### src/rtl/packet_read_arbiter.sv
// Round-robin arbiter sharing one stream_from_memory read port among NUM_REQ requesters.
// Define PRA_WATCHDOG_EN to add the stream watchdog (sfm_rst abort pulse and timeout_err).
`ifndef PACKET_BUFFER_SIZE
`define PACKET_BUFFER_SIZE 2048
`endif

module packet_read_arbiter #(
    parameter int NUM_REQ        = 2,
    parameter int RAM_SIZE       = `PACKET_BUFFER_SIZE,
    parameter int GAP_CYCLES     = 2,
    parameter int TIMEOUT_CYCLES = 4096,
    localparam int AW            = $clog2(RAM_SIZE)
) (
    input  logic                  clk,
    input  logic                  rst,
    input  logic [NUM_REQ-1:0]    req,
    input  logic [NUM_REQ*AW-1:0] req_start,
    input  logic [NUM_REQ*AW-1:0] req_end,
    output logic [NUM_REQ-1:0]    ack,
    output logic [NUM_REQ-1:0]    grant,
    output logic                  busy,
    input  logic                  downstream_readclk,
    output logic                  sfm_start,
    output logic [AW-1:0]         sfm_read_start,
    output logic [AW-1:0]         sfm_read_end,
    output logic                  sfm_readclk,
    input  logic                  sfm_done,
    output logic                  sfm_rst
`ifdef PRA_WATCHDOG_EN
    ,
    output logic                  timeout_err
`endif
);

    localparam int PW = $clog2(NUM_REQ);

    typedef enum logic [1:0] {IDLE, LAUNCH, STREAM, GAP} state_t;

    state_t               state_q, state_d;
    logic [NUM_REQ-1:0]   grant_q, grant_d;
    logic [NUM_REQ-1:0]   ack_q, ack_d;
    logic [AW-1:0]        rd_start_q, rd_start_d;
    logic [AW-1:0]        rd_end_q, rd_end_d;
    logic [PW-1:0]        rr_q, rr_d;
    logic [3:0]           gap_q, gap_d;
    logic [PW-1:0]        sel;
    logic                 found;
    logic [AW-1:0]        sel_start, sel_end;

`ifdef PRA_WATCHDOG_EN
    localparam int WW = $clog2(TIMEOUT_CYCLES + 1);
    logic [WW-1:0] wd_q, wd_d;
    logic          sfm_rst_q, sfm_rst_d;
    logic          err_q, err_d;
`endif

    // Search starts just after the last winner, so it ends up with lowest priority.
    always_comb begin
        found = 1'b0;
        sel   = rr_q;
        for (int k = 1; k <= NUM_REQ; k++) begin
            if (!found && req[(int'(rr_q) + k) % NUM_REQ]) begin
                found = 1'b1;
                sel   = PW'((int'(rr_q) + k) % NUM_REQ);
            end
        end
        sel_start = req_start[int'(sel)*AW +: AW];
        sel_end   = req_end[int'(sel)*AW +: AW];
    end

    always_comb begin
        state_d    = state_q;
        grant_d    = grant_q;
        ack_d      = '0;
        rd_start_d = rd_start_q;
        rd_end_d   = rd_end_q;
        rr_d       = rr_q;
        gap_d      = gap_q;
`ifdef PRA_WATCHDOG_EN
        wd_d       = wd_q;
        sfm_rst_d  = 1'b0;
        err_d      = err_q;
`endif
        case (state_q)
            IDLE: begin
                grant_d = '0;
                if (found) begin
                    grant_d[sel] = 1'b1;
                    rd_start_d   = sel_start;
                    rd_end_d     = sel_end;
                    rr_d         = sel;
                    if (sel_start == sel_end) begin
                        ack_d[sel] = 1'b1;
                        gap_d      = '0;
                        state_d    = (GAP_CYCLES > 0) ? GAP : IDLE;
                    end else begin
                        state_d = LAUNCH;
`ifdef PRA_WATCHDOG_EN
                        wd_d    = '0;
`endif
                    end
                end
            end
            LAUNCH: begin
                state_d = STREAM;
`ifdef PRA_WATCHDOG_EN
                wd_d    = wd_q + 1'b1;
`endif
            end
            STREAM: begin
                if (sfm_done) begin
                    ack_d   = grant_q;
                    grant_d = '0;
                    gap_d   = '0;
                    state_d = (GAP_CYCLES > 0) ? GAP : IDLE;
`ifdef PRA_WATCHDOG_EN
                end else if (wd_q == WW'(TIMEOUT_CYCLES - 1)) begin
                    ack_d     = grant_q;
                    grant_d   = '0;
                    gap_d     = '0;
                    sfm_rst_d = 1'b1;
                    err_d     = 1'b1;
                    state_d   = (GAP_CYCLES > 0) ? GAP : IDLE;
                end else begin
                    wd_d = wd_q + 1'b1;
`endif
                end
            end
            GAP: begin
                grant_d = '0;
                if (gap_q == 4'(GAP_CYCLES - 1)) begin
                    state_d = IDLE;
                end else begin
                    gap_d = gap_q + 4'd1;
                end
            end
            default: state_d = IDLE;
        endcase
    end

    always_ff @(posedge clk or posedge rst) begin
        if (rst) begin
            state_q    <= IDLE;
            grant_q    <= '0;
            ack_q      <= '0;
            rd_start_q <= '0;
            rd_end_q   <= '0;
            rr_q       <= PW'(NUM_REQ - 1);
            gap_q      <= '0;
`ifdef PRA_WATCHDOG_EN
            wd_q       <= '0;
            sfm_rst_q  <= 1'b0;
            err_q      <= 1'b0;
`endif
        end else begin
            state_q    <= state_d;
            grant_q    <= grant_d;
            ack_q      <= ack_d;
            rd_start_q <= rd_start_d;
            rd_end_q   <= rd_end_d;
            rr_q       <= rr_d;
            gap_q      <= gap_d;
`ifdef PRA_WATCHDOG_EN
            wd_q       <= wd_d;
            sfm_rst_q  <= sfm_rst_d;
            err_q      <= err_d;
`endif
        end
    end

    assign grant          = grant_q;
    assign ack            = ack_q;
    assign busy           = (state_q != IDLE);
    assign sfm_start      = (state_q == LAUNCH);
    assign sfm_read_start = rd_start_q;
    assign sfm_read_end   = rd_end_q;
    // Readclk is only passed through while the stream owns the port.
    assign sfm_readclk    = downstream_readclk & ((state_q == LAUNCH) || (state_q == STREAM));
`ifdef PRA_WATCHDOG_EN
    assign sfm_rst        = sfm_rst_q;
    assign timeout_err    = err_q;
`else
    assign sfm_rst        = 1'b0;
`endif

endmodule

### config.mk
export PLATFORM = sky130hd
export DESIGN_NAME = packet_read_arbiter
export DESIGN_NICKNAME = d
export VERILOG_FILES = /design/src/rtl/packet_read_arbiter.sv
export SDC_FILE = /design/constraint.sdc
export NUM_CORES = 1
export LEC_CHECK = 0
export CAP_MARGIN = 20
export CORE_MARGIN = 1.5
export CORE_UTILIZATION = 46
export CTS_BUF_LIST = sky130_fd_sc_hd__clkbuf_2
export CTS_CLUSTER_SIZE = 25
export DETAILED_ROUTE_END_ITERATION = 7
export HOLD_SLACK_MARGIN = 0.15
export PLACE_DENSITY = 0.89
export SLEW_MARGIN = 20
export SYNTH_ARGS = -nofsm -noshare
export SYNTH_HDL_FRONTEND = slang
export SYNTH_SLANG_ARGS = --single-unit
### constraint.sdc
create_clock -name clk -period 3.6 [get_ports clk]
set_input_delay 1.08 -clock clk [delete_from_list [all_inputs] [get_ports clk]]
set_output_delay 1.08 -clock clk [all_outputs]
set_load 0.01 [all_outputs]
==> results of run 1 <==
[cell type report]
| cell class | instances | area (µm²) | share of cell area (%) |
|---|---|---|---|
| inverters | 5 | 18.77 | 0.6579 |
| multi-input cells | 158 | 1089 | 38.16 |
| flip-flops and latches | 33 | 827.0 | 28.99 |
| repair buffers | 81 | 815.8 | 28.60 |
| well taps | 50 | 62.56 | 2.193 |
| clock inverters | 2 | 10.01 | 0.3509 |
| clock buffers | 6 | 30.03 | 1.053 |
[sequential cells by signal, summed over array words and instances, names as in the netlist]
| signal | count |
|---|---|
| ack | 2 |
| gap_q | 4 |
| grant | 2 |
| rr_q | 1 |
| sfm_read_end | 11 |
| sfm_read_start | 11 |
| state_q | 2 |
[routing by layer]
layer / up-vias / share of wire, % / track usage [%]
met5: - / 0 / 0
met4: 0 / 1.8 / 7.500
met2: 74 / 50 / 40.99
met3: 13 / 6.9 / 5.357
met1: 867 / 41 / 31.46
li1: 890 / - / -
[worst min-delay path by stage]
stage | slack, ns | end | from
detailed placement | 0.47 | sfm_read_end[8] | sfm_read_end[8]
finish | 0.50 | sfm_read_end[6] | sfm_read_end[6]
floorplan | 0.51 | gap_q[3] | gap_q[3]
global route | 0.54 | sfm_read_end[6] | sfm_read_end[6]
CTS | 0.51 | sfm_read_end[8] | sfm_read_end[8]
global placement | 0.46 | sfm_read_end[8] | sfm_read_end[8]
[per-stage QoR]
step | cell area [µm²] | worst slack, ns | hold WS (ns) | power [mW]
finish | 2853 | 0.3512 | 0.5038 | 1.925
global route | 2853 | 0.2922 | 0.5450 | 2.081
CTS | 2853 | 0.3428 | 0.5054 | 1.934
detailed placement | 2813 | 0.2797 | 0.4692 | 1.756
global placement | 2813 | 0.3563 | 0.4613 | 1.711
floorplan | 1974 | 1.037 | 0.5116 | 1.235
[synth_stat cells, drive strengths merged, types with 3 or more instances]
library cell | number | area share, %
nor2 | 3 | 0.57
xor2 | 11 | 4.9
xnor2 | 11 | 4.9
o21ai | 27 | 6.8
nand2b | 5 | 1.6
and2 | 4 | 1.3
nand2 | 24 | 4.6
clkbuf | 7 | 1.3
a2111oi | 3 | 1.4
inv | 5 | 0.95
ha | 6 | 3.8
dfrtp | 32 | 41
buf | 3 | 0.89
nand3 | 9 | 2.3
mux2i | 22 | 11
nor2b | 3 | 0.95
nor3 | 3 | 0.76
[worst reg2reg max path, stage by stage (launching register included)]
cell       delay (ns)
dfstp_2          0.60
or2_1            0.15
nand3_1          0.09
or4_1            0.60
a2111oi_0        0.54
o22ai_1          0.14
[logic make-up (layout without fill, tap and decap cells)]
| kind of cell | after synthesis | in the layout |
|---|---|---|
| AND/OR/NAND/NOR | 61 | 61 |
| AO/OA/AOI/OAI | 45 | 45 |
| flip-flops | 33 | 33 |
| multiplexers | 23 | 23 |
| XOR/XNOR | 22 | 22 |
| buffers and inverters | 15 | 94 |
| adder cells (fa/ha/maj) | 6 | 6 |
| other | 1 | 1 |
[power by group through the flow]
stage | registers (mW) | logic (mW) | clock network (mW)
floorplan | 0.683 | 0.552 | 0
global placement | 0.628 | 1.08 | 0
detailed placement | 0.638 | 1.12 | 0
CTS | 0.631 | 1.12 | 0.180
global route | 0.649 | 1.23 | 0.199
finish | 0.630 | 1.12 | 0.178
==> impl_results.md, run 1 <==
- Fin util: 70.31%
- CTS max path bufs: 2
- Asr flop ratio synth: 100.0%
- # resized after CTS: 0
- Startpoint types: primary input
- RR Startpoint: rr_q
- Largest family of logic cells by synthesized area: simple AND/OR/NAND/NOR gates
- Finish-stage setup viols: 0
- XOR/XNOR Fraction of Synth Area: 9.759%
- Pwr dens: 675.0 nW/µm²
- FF-to-FF setup slack: around 1.4 ns
- Cells after synthesis: 206
- FMAX: between 0.3 and 0.4 GHz
- Die footprint: 4694 µm²
- Warnings, synthesis: 0
- Maximum VDD drop: around 0.43 mV
- Master of the slowest instance on the critical path: clkdlybuf4s50_1
- CTS root buffer: clkbuf_2
- Kind of critical path: primary input to primary output
- Layout Skew: 0.007847 ns
- Syn Nets: 262
- Synthesis-stage register bit count: 33
- Global Route Usage Sum: 24.46%
- R2r endpoint: gap_q[1]
- Sw Share: 40.16%
- CP max stage delay: 0.53 ns
- Post-DRT Antenna Nets: 0
- First-iteration detailed-routing DRC count: 109
- RSZ-0062 raised after global routing: false
- Critical path depth in cells: 3
- Worst skew pair latency: between 0.3 and 0.4 ns
- Most frequent cells in the layout: clkdlybuf4s50_1 (78), dfrtp_1 (32), o21ai_0 (24), nand2_1 (24), mux2i_1 (22)
- Initial Util: around 49%
- Vias: between 1,500 and 2,000
- Worst Setup End Kind: primary output
- Largest net degree at the start of global routing: 45
- TritonCTS Sinks: 33
- Hold Path Stages: 2
- Hpwl dp: 4260 µm
- Area grow syn2layout: 44.49%
- Inserted Clock Buffers: 5
- Mean Syn Cell Area: 9.584 µm²
- Compound-Gate Fraction of Synth Area: 14.13%
- Most used DFF post-synth: dfrtp_1
- Global-route wire length before repair: 8300 µm
- Netlist cell types: 40
- H-tree depth: 2
- Final wirelength: around 5300 µm
- CP Capture Point: sfm_readclk
- Placed cell count: 327
- CP Data Arrival Time: approximately 2.2 ns
- Chip height: ~70 µm
- Drt first pass iters: 4
- Via density: 5.504
- Share of layout cells above drive strength 1: about 5.3%
- Simple-gate area share of the yosys netlist: 15.34%
- Synth Area in Adders: between 3 and 4%
- Non-filler instance count after layout: 335
- Hold Vio Cnt, Final: 0
- Post-Syn Area: ~2000 µm²
- Clk slew on worst S/H paths: 0.16 ns
- CTS Hold Bufs: 0
- Final Max Tran Viols: 0
- Core Footprint: 4058 µm²
- Combinational Power Share: 58.1%
- Grt total ovfl: 0
- CP Launch Point: downstream_readclk
- Leak: 1.233 nW
- Gpl congestion: slightly below 0.9
- Slew at the pin closest to its max-slew limit: 0.5045 ns
- TritonCTS clock tree: done
- Worst r2r path cells: 5
- WP buf/inv: 2
- Layout Nets: 340
- Min cycle time layout: 3.249 ns
- Most common cell after layout, fill and taps aside: clkdlybuf4s50_1
- ANT cells: 0
- Row cnt: 23
- Internal power: 1.152 mW
- Ports: 80
- Post-synthesis mux area share: 11.72%
- Worst slew margin: between 60% and 70%
- Cell mode on critical path: clkdlybuf4s50_1
- Crit-path cells: clkdlybuf4s50_1 -> and2_1 -> clkdlybuf4s50_1
- Layout fillers: between 300 and 400
- Die Wd: ~69 µm
- Post-route DRC: 0
- Status: complete, no violations
- Setup TNS: 0 ns
- Delay-heaviest family, CP: buffers and inverters
- Sequential share of power: 32.7%
- Clock Power Share: under 10%
- Worst Hold Class: register to register
- Routed length per placed instance: 15.93 µm
- Post-CTS setup buffers: 0
- CP required: about 2.5 ns
- Initial antenna violation count: 0
- MaxCap Viol Count: 0
- Number of synthesized flops with an enable pin: 0
- Sequential area share after synthesis: 41.89%
- Crit path max fanout: 1
- Period utilisation layout: 90.25%
- Port Buf Inserts: 78
- Sw power: ~0.77 mW
- Number of global-route vias before repair: 1,732
Power figures use the tool's default switching activity.
==> inputs of run 2 (changes only) <==
CORE_UTILIZATION = 40   (was 46)
PLACE_DENSITY = 0.79   (was 0.89)
clock period = 3 ns   (was 3.6 ns; I/O delays follow)
==> run 2 against run 1 <==
Global-route usage decreased by 2.4 points. Cell count rose by 7.2%. Register-to-register slack got worse by 0.49 ns. Via count increased by 0.22%. Routed wire length is 0.51% higher. Clock power rose by 15%. Utilization decreased by 8.4 points.
==> impl_results.md, run 2 (synthesis results as in run 1) <==
- Status: complete, no violations (unchanged)
- Core Footprint: 4723 µm² (was 4058 µm²)
- Inserted Clock Buffers: 5 (unchanged)
- Layout fillers: 419 (was 325)
- RSZ-0062 raised after global routing: false (unchanged)
- Most common cell after layout, fill and taps aside: clkdlybuf4s50_1 (unchanged)
- Finish-stage setup viols: 0 (unchanged)
- CTS root buffer: clkbuf_2 (unchanged)
- RR Startpoint: rr_q (unchanged)
- Pwr Total: 2.332 mW (was 1.925 mW)
- MaxCap Viol Count: 0 (unchanged)
- Routed length per placed instance: 14.94 µm (was 15.93 µm)
- Global Route Usage Sum: 22.04% (was 24.46%)
- Final wirelength: 5363 µm (was 5336 µm)
- CP required: 2.10 ns (was 2.52 ns)
- Fin area: 2924 µm² (was 2853 µm²)
- CTS Hold Bufs: 0 (unchanged)
- R2r endpoint: gap_q[2] (was gap_q[1])
- Layout Skew: 0.02113 ns (was 0.007847 ns)
- Startpoint types: primary input (unchanged)
- Hold_ws: 0.5030 ns (was 0.5038 ns)
- Worst skew pair latency: 0.38 ns (about the same)
- First-iteration detailed-routing DRC count: 116 (was 109)
- Number of global-route vias before repair: 1,880 (was 1,732)
- Initial antenna violation count: 0 (unchanged)
- TritonCTS Sinks: 33 (unchanged)
- CTS max path bufs: 2 (unchanged)
- Post-CTS setup buffers: 0 (unchanged)
- Most frequent cells in the layout: clkdlybuf4s50_1 (78), dfrtp_1 (32), o21ai_0 (24), nand2_1 (24), mux2i_1 (22) (unchanged)
- Post-DRT Antenna Nets: 0 (unchanged)
- Grt total ovfl: 0 (unchanged)
- Row cnt: 25 (was 23)
- Hold Vio Cnt, Final: 0 (unchanged)
- Period utilisation layout: about 96%
- Final Max Tran Viols: 0 (unchanged)
- CP Launch Point: downstream_readclk (unchanged)
- Leak: 1.260 nW (was 1.233 nW)
- Die footprint: 5366 µm² (was 4694 µm²)
- TritonCTS clock tree: done (unchanged)
- FF-to-FF setup slack: 0.88 ns (was 1.37 ns)
- Clk slew on worst S/H paths: 0.17 ns (was 0.16 ns)
- ANT cells: 0 (unchanged)
- Port Buf Inserts: 78 (unchanged)
- Initial Util: 41.80% (was 48.66%)
- Crit path max fanout: 1 (unchanged)
- FMAX: 0.3462 GHz
- Min cycle time layout: 2.888 ns
- Worst r2r path cells: 5 (unchanged)
- Worst Hold Class: register to register (unchanged)
- Via density: 5.148 (was 5.504)
- Maximum VDD drop: 0.3598 mV (was 0.4289 mV)
- Worst Setup End Kind: primary output (unchanged)
- CP Data Arrival Time: 1.99 ns (was 2.17 ns)
- Global-route wire length before repair: 8983 µm (was 8300 µm)
- Kind of critical path: primary input to primary output (unchanged)
- Ports: 80 (unchanged)
- Hpwl dp: 4278 µm (was 4260 µm)
- Die Wd: 73.26 µm (was 68.52 µm)
- Gpl congestion: 0.8457 (was 0.8672)
- Area grow syn2layout: 48.10% (was 44.49%)
- Layout Nets: 347 (was 340)
- H-tree depth: 2 (unchanged)
- # resized after CTS: 0 (unchanged)
- Placed Instance Area: 2887 µm² (was 2813 µm²)
- Post-route DRC: 0 (unchanged)
- Drt first pass iters: 4 (unchanged)
- Pwr dens: 797.4 nW/µm² (was 675.0 nW/µm²)
- Vias: 1,848 (was 1,844)
- Chip height: 73.26 µm (was 68.52 µm)
- Share of layout cells above drive strength 1: 6.849% (was 5.263%)
- Largest net degree at the start of global routing: 34 (was 45)
- CP Capture Point: sfm_readclk (unchanged)
[run 2: layout make-up]
type	instances	area, µm²	area share (%)
timing repair buffer	88	868.3	29.70
inverter	5	18.77	0.6418
clock inverter	3	12.51	0.4279
clock buffer	5	25.02	0.8558
tap	67	83.83	2.867
sequential	33	827.0	28.28
multi-input combinational	158	1089	37.23
[run 2: layer usage]
metal,part of all wire [%],track usage (%),vias to the layer above
met5,0,0,-
met4,0.71,6.499,0
met3,5.8,4.115,4
met2,49,35.56,64
met1,45,30.11,876
li1,-,-,904
[run 2: report_power, final]
| group | total [mW] | switching [mW] | leakage (nW) | internal, mW |
|---|---|---|---|---|
| Sequential | 0.757 | 0.121 | 0.417 | 0.636 |
| Clock | 0.204 | 0.153 | 0.0278 | 0.0509 |
| Combinational | 1.37 | 0.652 | 0.815 | 0.719 |
| Total | 2.33 | 0.926 | 1.26 | 1.41 |
[run 2: through the flow]
stage / instances / setup TNS, ns / setup WS (ns) / utilization [%]
after floorplan: 206 / 0 / 0.6170 / -
after CTS: 359 / 0 / 0.1036 / 61.91
after global placement: 351 / 0 / 0.09423 / 61.11
after global routing: 359 / 0 / 0.07467 / 61.91
after detailed placement: 351 / -0.005894 / -0.005894 / 61.11
final: 359 / 0 / 0.1118 / 61.91
[run 2: how the worst min path moves through the flow]
| stage | startpoint | slack, ns | depth (start not counted) | endpoint |
|---|---|---|---|---|
| floorplan | gap_q[3] | 0.51 | 2 | gap_q[3] |
| global placement | sfm_read_end[9] | 0.46 | 2 | sfm_read_end[9] |
| detailed placement | sfm_read_start[4] | 0.47 | 2 | sfm_read_start[4] |
| CTS | sfm_read_start[4] | 0.51 | 2 | sfm_read_start[4] |
| global route | sfm_read_end[4] | 0.53 | 2 | sfm_read_end[4] |
| finish | sfm_read_end[8] | 0.50 | 2 | sfm_read_end[8] |
[run 2: critical path: stages]
cell and delay, ns:
clkdlybuf4s50_1 0.45, and2_1 0.12, clkdlybuf4s50_1 0.52
==> inputs of run 3 (changes only) <==
clock period = 3.6 ns   (was 3 ns; I/O delays follow)
==> run 3 against run 2 <==
Clock power is 55% higher. Clock skew fell by 0.0031 ns. Critical path type unchanged. Non-clock buffer count down 7. Cell area stayed put. Die area did not move. Combinational power shrank 20%. Cell count shrank 1.9%. Worst hold slack got worse by 0.0019 ns. Sequential share of layout area unchanged.
==> impl_results.md, run 3 (synthesis results as in run 1) <==
- Via density: 5.071 (was 5.148)
- Maximum VDD drop: 0.3586 mV (was 0.3598 mV)
- Chip height: 73.26 µm (unchanged)
- Row cnt: 25 (unchanged)
- Vias: 1,785 (was 1,848)
- Global-route wire length before repair: 8335 µm (was 8983 µm)
- Area grow syn2layout: 48.10% (unchanged)
- FF-to-FF setup slack: 1.30 ns (was 0.88 ns)
- Initial antenna violation count: 0 (unchanged)
- Post-DRT Antenna Nets: 0 (unchanged)
- Hpwl dp: 4068 µm (was 4278 µm)
- Final wirelength: 5233 µm (was 5363 µm)
- Final WS setup: 0.3306 ns (was 0.1118 ns)
- Min cycle time layout: 3.269 ns
- Worst skew pair latency: 0.39 ns (was 0.38 ns)
- Grt total ovfl: 0 (unchanged)
- CTS max path bufs: 2 (unchanged)
- Worst slew margin: 64.84%
- CP Data Arrival Time: 2.19 ns (was 1.99 ns)
- Setup TNS: 0 ns (unchanged)
- Master of the slowest instance on the critical path: clkdlybuf4s50_1 (unchanged)
- Die footprint: 5366 µm² (unchanged)
- Drt first pass iters: 4 (unchanged)
- Post-route DRC: 0 (unchanged)
- Crit-path cells: clkdlybuf4s50_1 -> and2_1 -> clkdlybuf4s50_1 (unchanged)
- Worst Hold Class: register to register (unchanged)
- Status: complete, no violations (unchanged)
- Inserted Clock Buffers: 5 (unchanged)
- Die Wd: 73.26 µm (unchanged)
- Most frequent cells in the layout: clkdlybuf4s50_1 (78), dfrtp_1 (32), o21ai_0 (24), nand2_1 (24), mux2i_1 (22) (unchanged)
- Post-CTS setup buffers: 0 (unchanged)
- Layout Skew: 0.01805 ns (was 0.02113 ns)
- H-tree depth: 2 (unchanged)
- Number of global-route vias before repair: 1,747 (was 1,880)
- Share of layout cells above drive strength 1: 5.263% (was 6.849%)
- Routed length per placed instance: 14.87 µm (was 14.94 µm)
- Cell mode on critical path: clkdlybuf4s50_1 (unchanged)
- Largest net degree at the start of global routing: 45 (was 34)
- RSZ-0062 raised after global routing: false (unchanged)
- CTS Hold Bufs: 0 (unchanged)
- FMAX: 0.3059 GHz
- TritonCTS clock tree: done (unchanged)
- # resized after CTS: 0 (unchanged)
- Slew at the pin closest to its max-slew limit: 0.5141 ns
- Port Buf Inserts: 78 (unchanged)
- WP buf/inv: 2 (unchanged)
- Kind of critical path: primary input to primary output (unchanged)
- Period utilisation layout: 90.82%
- Layout fillers: 398 (was 419)
- Finish-stage setup viols: 0 (unchanged)
- Most common cell after layout, fill and taps aside: clkdlybuf4s50_1 (unchanged)
- Crit path max fanout: 1 (unchanged)
- CP max stage delay: 0.53 ns (was 0.52 ns)
- Ports: 80 (unchanged)
- CP required: 2.52 ns (was 2.10 ns)
- Final Max Tran Viols: 0 (unchanged)
- Startpoint types: primary input (unchanged)
- Pwr dens: 702.2 nW/µm² (was 797.4 nW/µm²)
- First-iteration detailed-routing DRC count: 112 (was 116)
- Global Route Usage Sum: 20.75% (was 22.04%)
- Leak: 1.253 nW (was 1.260 nW)
- TritonCTS Sinks: 33 (unchanged)
- Dpl ws: 0.1986 ns (was -0.005894 ns)
- ANT cells: 0 (unchanged)
- Fin area: 2924 µm² (unchanged)
- Core Footprint: 4723 µm² (unchanged)
- CTS root buffer: clkbuf_2 (unchanged)
- Delay-heaviest family, CP: buffers and inverters (unchanged)
- Gpl congestion: 0.8246 (was 0.8457)
- Placed Instance Area: 2834 µm² (was 2887 µm²)
- MaxCap Viol Count: 0 (unchanged)
- Layout Nets: 340 (was 347)
- Hold Vio Cnt, Final: 0 (unchanged)
- Clk slew on worst S/H paths: 0.16 ns (was 0.17 ns)
- Worst Setup End Kind: primary output (unchanged)
- Initial Util: 41.80% (unchanged)
## run 3: cell types whose count changed in the layout (fill, tap and decap cells not counted), sizes merged
cell and change:
clkinv -2, bufinv +2, buf -7
## run 3: through the flow
step | utilization (%) | cells | hold slack [ns] | total power, mW
2_1_floorplan | - | 206 | 0.5116 | 1.235
3_3_place_gp | 60.00 | 344 | 0.4615 | 1.724
3_5_place_dp | 60.00 | 344 | 0.4699 | 1.746
4_1_cts | 61.91 | 352 | 0.5063 | 2.069
5_1_grt | 61.91 | 352 | 0.5303 | 2.202
6_report | 61.91 | 352 | 0.5011 | 2.053
## run 3: area by class of cell
| class | count | area, µm² | area share (%) |
|---|---|---|---|
| Tap cell | 67 | 83.83 | 2.867 |
| Timing Repair Buffer | 81 | 815.8 | 27.90 |
| Multi-Input combinational cell | 158 | 1089 | 37.23 |
| Clock inverter | 3 | 65.06 | 2.225 |
| Sequential cell | 33 | 827.0 | 28.28 |
| Clock buffer | 5 | 25.02 | 0.8558 |
| Inverter | 5 | 18.77 | 0.6418 |
## run 3: power breakdown
group,switching (mW),internal [mW],leakage [nW],total [mW]
clock network,0.130,0.186,0.0529,0.317
registers,0.102,0.530,0.417,0.632
logic,0.531,0.573,0.783,1.10
total,0.764,1.29,1.25,2.05
## run 3: worst reg2reg max path, stage by stage, from the launching register on
cell	delay [ns]
dfstp_2	0.60
or2_1	0.15
nand3_1	0.10
or4_1	0.62
a2111oi_0	0.58
o22ai_1	0.14
## run 3: per-layer routing
metal	GRT usage, %	vias up	wire (µm)
li1	-	883	-
met1	27.75	827	2357
met2	33.23	65	2450
met3	3.155	10	291
met4	9.224	0	133
met5	0	-	0
## run 3: final timing paths
path,from,end,depth (start not counted)
max,downstream_readclk,sfm_readclk,3
min reg2reg,sfm_read_end[6],sfm_read_end[6],2
max reg2reg,rr_q,gap_q[1],5
min in group asynchronous,rst,ack[1],3
max in group asynchronous,rst,rr_q,3
min,sfm_read_end[6],sfm_read_end[6],2
